--- config.mk ---
export PLATFORM = sky130hd
export DESIGN_NAME = psum_accumulator
export DESIGN_NICKNAME = d
export VERILOG_FILES = /design/src/rtl/psum_accumulator.sv
export SDC_FILE = /design/constraint.sdc
export NUM_CORES = 1
export LEC_CHECK = 0
export CAP_MARGIN = 20
export CORE_MARGIN = 4
export CORE_UTILIZATION = 30
export DETAILED_ROUTE_END_ITERATION = 8
export MAX_ROUTING_LAYER = met4
export SETUP_SLACK_MARGIN = 0.1
export SLEW_MARGIN = 20
export SYNTH_ARGS = -nofsm -noshare
export SYNTH_HDL_FRONTEND = slang
export SYNTH_SLANG_ARGS = --single-unit
--- constraint.sdc ---
create_clock -name clk -period 8.7 [get_ports clk]
set_input_delay 1.74 -clock clk [delete_from_list [all_inputs] [get_ports clk]]
set_output_delay 1.74 -clock clk [all_outputs]
set_load 0.01 [all_outputs]
--- src/rtl/psum_accumulator.sv ---
// psum_accumulator: accumulates signed shift-add results over a configurable
// window and presents one wide partial sum per window on a valid/ready port.
// Optional feature macro: PSUM_ACC_SAT_EN. When it is defined, the accumulator
// saturates on signed overflow. When it is undefined, the accumulator wraps.
// out_ovf reports overflow in both builds.
module psum_accumulator #(
  parameter int IN_W  = 32,
  parameter int ACC_W = 40,
  parameter int LEN_W = 8
) (
  input  logic                    clk,
  input  logic                    rst,
  input  logic [LEN_W-1:0]        cfg_len,
  input  logic                    in_valid,
  output logic                    in_ready,
  input  logic signed [IN_W-1:0]  in_data,
  output logic                    out_valid,
  input  logic                    out_ready,
  output logic signed [ACC_W-1:0] out_data,
  output logic                    out_ovf,
  output logic                    busy
);

  typedef enum logic [1:0] {IDLE = 2'd0, ACCUM = 2'd1, DONE = 2'd2} state_t;

  localparam logic [LEN_W:0]       LEN_MAX = (LEN_W+1)'(1) << LEN_W;
  localparam logic [LEN_W:0]       ONE     = (LEN_W+1)'(1);
  localparam logic signed [ACC_W-1:0] ACC_MAX = {1'b0, {(ACC_W-1){1'b1}}};
  localparam logic signed [ACC_W-1:0] ACC_MIN = {1'b1, {(ACC_W-1){1'b0}}};

  state_t                  state, state_nxt;
  logic signed [ACC_W-1:0] acc;
  logic [LEN_W:0]          cnt, len_q;
  logic                    ovf_acc;

  logic                    accept, start, last;
  logic [LEN_W:0]          len_new, cnt_inc;
  logic signed [ACC_W-1:0] in_ext, acc_nxt;
  logic signed [ACC_W:0]   sum;
  logic                    ovf;

  // Handshake, window-length decode and the widened add with overflow detect
  always_comb begin
    accept  = in_valid && in_ready;
    start   = accept && (state != ACCUM);
    len_new = (cfg_len == '0) ? LEN_MAX : {1'b0, cfg_len};
    cnt_inc = cnt + ONE;
    last    = (cnt_inc == len_q);
    in_ext  = ACC_W'(in_data);
    sum     = (ACC_W+1)'(acc) + (ACC_W+1)'(in_ext);
    ovf     = sum[ACC_W] ^ sum[ACC_W-1];
`ifdef PSUM_ACC_SAT_EN
    // The true sign is in the extra MSB, so it picks the clamp direction
    if (ovf) acc_nxt = sum[ACC_W] ? ACC_MIN : ACC_MAX;
    else     acc_nxt = sum[ACC_W-1:0];
`else
    acc_nxt = sum[ACC_W-1:0];
`endif
  end

  // FSM state register
  always_ff @(posedge clk) begin
    if (rst) state <= IDLE;
    else     state <= state_nxt;
  end

  // FSM next state. A start from DONE reuses the IDLE path, which allows
  // back-to-back windows of length 1.
  always_comb begin
    state_nxt = state;
    case (state)
      IDLE:    if (accept) state_nxt = (len_new == ONE) ? DONE : ACCUM;
      ACCUM:   if (accept && last) state_nxt = DONE;
      DONE: begin
        if (accept)         state_nxt = (len_new == ONE) ? DONE : ACCUM;
        else if (out_ready) state_nxt = IDLE;
      end
      default: state_nxt = IDLE;
    endcase
  end

  // FSM outputs. in_ready depends combinationally on out_ready only in DONE.
  always_comb begin
    out_valid = (state == DONE);
    busy      = (state == ACCUM);
    in_ready  = (state != DONE) || out_ready;
  end

  // Datapath: the accumulator, the beat counter, and the output registers,
  // which are loaded on the edge that accepts the final beat
  always_ff @(posedge clk) begin
    if (rst) begin
      acc      <= '0;
      cnt      <= '0;
      len_q    <= '0;
      ovf_acc  <= 1'b0;
      out_data <= '0;
      out_ovf  <= 1'b0;
    end else if (start) begin
      len_q   <= len_new;
      acc     <= in_ext;
      cnt     <= ONE;
      ovf_acc <= 1'b0;
      if (len_new == ONE) begin
        out_data <= in_ext;
        out_ovf  <= 1'b0;
      end
    end else if (accept) begin
      acc     <= acc_nxt;
      cnt     <= cnt_inc;
      ovf_acc <= ovf_acc | ovf;
      if (last) begin
        out_data <= acc_nxt;
        out_ovf  <= ovf_acc | ovf;
      end
    end
  end

endmodule

# Word level (Yosys, flattened, before mapping)
# Cells that the tools add are included.
# totals
reg_bits	102
inputBits	44
out_inout_bits	44
word_cells	52
# op_classes
addsub	2
n_eq_ne	10
muxes	19
bitwise	2
n_reduce_logical	11
# op_table
cell	count
$mux 40	6
$add 40x32->41	1
$mux 2	5
$add 9x1->9 const B	1
$eq 9x1->1 const B	1
$eq 9x9->1	1
$mux 9	1
$logic_not 8->1	1
$mux 1	6
$ne 2x1->1 const B	3
$pmux 2 s3	1
$reduce_and 3->1	2
$ne 2x2->1 const B	2
$reduce_bool 2->1	2
$logic_and 1x1->1	3
$ne 3x1->1 const B	1
$eq 2x1->1 const B	1
$eq 2x2->1 const B	1
$logic_not 2->1	1
$reduce_or 2->1	1
$logic_or 1x1->1	1
$or 1x1->1	1
$xor 1x1->1	1

# Longest topological paths before layout
# logic_depth
depth_word	6
ltp_mapped	11
mapped_depth_nobuf	11

# Least setup slack after synthesis
# No wires, ideal clock.
# synth_path
path_type	in2reg
from	input port in_data[0]
to	register acc[34]
arrival_time_ns	4.165
setup_slack_ns	4.456
stages	11
cell_sequence	ha_1 fa_1 a211oi_1 o211ai_2 or4b_1 a21oi_1 a21oi_1 o31a_1 or4b_1 o311a_1 a211oi_2
# synth_via
elab_chain_len	3
# synth_lines
item	line	source
start, declared	16	input logic signed [IN_W-1:0] in_data,
$add 40x32->41	50	sum = (ACC_W+1)'(acc) + (ACC_W+1)'(in_ext);
$mux 40	108	end else if (accept) begin
$mux 40	99	end else if (start) begin
end signal, assigned	101	acc <= in_ext;
end signal, assigned	109	acc <= acc_nxt;
end, declared	32	logic signed [ACC_W-1:0] acc;
# No other way between the ends. The select of a mux whose other input is x is not followed.
# A chain may end at the register's enable or synchronous reset.

# Worst setup path after layout
# layout_path
from	input port out_ready
to	output port in_ready
# layout_via
elab_chain_len	1
# layout_lines
item	line	source
start, declared	18	input logic out_ready,
$logic_or 1x1->1	86	in_ready = (state != DONE) || out_ready;
end, declared	15	output logic in_ready,
# No other way between the ends.

==> flow_metrics.tcl <==
set metrics [dict create \
    timing.final.crit_period_ps 4844 \
    cts_inserted_buffers 9 \
    synth.top_cells.by_count "136 x sky130_fd_sc_hd__nor2_1, 102 x sky130_fd_sc_hd__dfxtp_1, 95 x sky130_fd_sc_hd__nand2_1" \
    final-hold-violation-count 0 \
    postCtsHoldBufs 0 \
    diode_insertion_count_for_antenna_repair 0 \
    maxSlewHeadroom 0.4935 \
    dp_slack_ps 3571 \
    post_cts_buffers 0 \
    postLayoutCoreUtil 0.3642 \
    synth_cell_type_count 80 \
    reg2reg_setup_slack_ps 5290 \
    yosysTopAreaCell "sky130_fd_sc_hd__dfxtp_1" \
    routed_wl_um 18840 \
    clock_latency_late_sink_ps 360 \
    cts.sinks 102 \
    layout-drive-gt1-share 0.07539 \
    met2_wirelength_um 8765 \
    portBuffers 87 \
    floorplan.io_pins 88 \
    dieHeight_um 157.3 \
    grt_pass1_vias 6036 \
    routed_via_density 5.194 \
    dr_wl_met3_um 774 \
    top_signal_layer_used "met4" \
    post_synthesis_cells 844 \
    synth_top_cell_area_share 0.3053 \
    rsz0062_at_grt "false" \
    design_area_mm2 0.007973 \
    cts_resized 0 \
    yosys_warnings 0 \
    finalSetupViolCount 0 \
    design.die.area_mm2 0.02475 \
    floorplan.core_area_mm2 0.02189 \
    syn-num-nets 930 \
    finClkSkew_ps 12.71 \
    crit_path_max_fanout 4 \
    count_of_flip_flops_with_a_built_in_enable_after_synthesis 0 \
    synth.area.top_cells "sky130_fd_sc_hd__dfxtp_1 31%, sky130_fd_sc_hd__ha_1 7.7%, sky130_fd_sc_hd__nor2_1 7.6%" \
    asyncSetResetFlopFracSynth 0 \
    detail_route.first_pass.iterations 4 \
    cts_tree "yes" \
    detailroute.via_count 6139 \
    synth_sequential_area_ratio 0.3053 \
    ys_seq_elements 102 \
    cts_max_level 3 \
    fmaxAchievable_ghz 0.2065 \
    timing.final.crit_share 0.5567 \
    netlist_area_mm2 0.006689 \
    r2r_cells 9 \
    drt_first_iter_violations 261 \
    cellLeakagePower_uw 0.003117 \
    synth_most_common_cell "sky130_fd_sc_hd__nor2_1" \
    worst-endpoint-required_ps 6960 \
    grt_pass1_wl_um 31280 \
    postSynth.topFlopCell "sky130_fd_sc_hd__dfxtp_1" \
    routedWlPerCell_um 15.94 \
    vdd.ir_drop.worst_uv 101.2 \
    synthesis.area_per_instance_um2 7.925 \
    outcome "finished, final reports clean" \
    gpl.final_weighted_congestion 0.8837 \
    antenna_violations_before_repair 0 \
    drt-met1-wl_um 9054 \
    worstPathArrival_ps 3100 \
    die_width_um 157.3 \
    setup.worst_path.end_class "primary output" \
    area.growth.synth_to_final_pct 19.19 \
    post_layout_nonfiller_instances 1182 \
    finalMaxSlewViolations 0 \
    ant_nets 0 \
    postLayoutSetupSlackWorst_ps 3856 \
    whs_path_depth 2 \
    critPathLaunchType "input pin" \
    ctsLongestPathBuffers 2 \
    r2r_end "out_data[15]$_SDFFE_PP0P_" \
    min_path_type "flop to flop" \
    grt.overflow.total 0 \
    slew_at_the_pin_with_the_worst_max_slew_slack_ps 759.7 \
    root_buffer "sky130_fd_sc_hd__clkbuf_16" \
    maximum_number_of_pins_on_one_net_before_global_route_repair 69 \
    nets 983 \
    placedCellCount 1166 \
    min_to "len_q[7]$_SDFFE_PP0P_" \
    power_density_mw_per_mm2 170.0 \
    drcViolationCount 0 \
    globalRouteTotalUtil 0.1605 \
    worst_hold_startpoint "len_q[7]$_SDFFE_PP0P_" \
    reg2reg_from "state[1]$_SDFFE_PP0P_" \
    postPlaceCellArea_mm2 0.007692 \
    initial_utilization 0.3056 \
    dpl.hpwl_um 13680 \
    clk_transition_reported_paths_ps 80 \
    max-cap-violations 0 \
    fin_setup_tns_ps 0 \
    placement_rows 54 \
    setup.worst_path.class "input pin to primary output" \
]
==> metrics by stage <==
step | hold WS, ps | total power, µW
2_1_floorplan | 443.6 | 843.2
3_3_place_gp | 458.4 | 961.8
3_5_place_dp | 462.9 | 964.1
4_1_cts | 474.0 | 1372
5_1_grt | 497.5 | 1447
6_report | 470.2 | 1355
==> metal layers <==
metal  track usage  vias up
li1              -     3162
met1        0.2076     2857
met2        0.2611      104
met3       0.03107       16
met4       0.03523        0
met5             -        -
==> cells in the final DEF, fill, tap and decap left out, drive strengths merged, types with 5 or more instances in the layout <==
master         Yosys  layout
nor2             137     137
dfxtp            102     102
nand2             97      97
clkdlybuf4s50      0      86
a21oi             79      79
a211oi            60      60
ha                41      41
o21ai             33      33
xnor2             30      30
nor3              25      25
a21o              24      24
xor2              21      21
inv               10      15
clkbuf            29      10
a311oi             9       9
nand4              9       9
or3                8       8
nand3              8       8
buf               21       7
nor4               6       6
o21bai             6       6
and3               6       6
nand2b             6       6
a211o              5       5
a31oi              5       5
o211ai             5       5
==> critical path: stages <==
cell,delay (ps)
sky130_fd_sc_hd__clkdlybuf4s50_1,390
sky130_fd_sc_hd__nand2b_1,190
sky130_fd_sc_hd__or2_2,300
sky130_fd_sc_hd__clkdlybuf4s50_1,490
==> state kept, by name (all words and copies together) (netlist names) <==
signal,flops
ovf_acc,1
state,2
out_data,40
out_ovf,1
len_q,9
cnt,9
acc,40
==> kinds of logic (layout without fill, tap and decap cells) <==
logic type,Yosys count,in the layout,share of synthesized area
compound gates,256,256,0.2681
xor+xnor,51,51,0.06678
fa+ha+maj,42,42,0.07969
buf+inv,61,119,0.04564
flops,102,102,0.3053
mux,5,5,0.007669
simple gates,327,327,0.2269
==> power by group <==
| group | total (µW) | switching, µW | leakage [µW] | internal, µW |
|---|---|---|---|---|
| sequential | 520 | 20.2 | 0.000836 | 500 |
| combinational | 434 | 253 | 0.00214 | 181 |
| clock | 401 | 201 | 0.000140 | 200 |
| total | 1360 | 474 | 0.00312 | 881 |
==> worst max-delay path by stage <==
stage | from | end
3_5_place_dp | in_data[0] | acc[34]$_SDFFE_PP0P_
2_1_floorplan | in_data[0] | acc[34]$_SDFFE_PP0P_
6_report | out_ready | in_ready
4_1_cts | out_ready | in_ready
5_1_grt | out_ready | out_data[15]$_SDFFE_PP0P_
3_3_place_gp | in_data[0] | acc[34]$_SDFFE_PP0P_
==> layout make-up <==
type / instances / area (µm²)
clock buffer: 10 / 229.0
clock inverter: 6 / 51.30
sequential: 102 / 2042
multi-input combinational: 681 / 4349
tap: 280 / 350.3
inverter: 10 / 37.54
fill: 2338 / 13920
timing repair buffer: 93 / 913.4
Power figures use the tool's default switching activity.
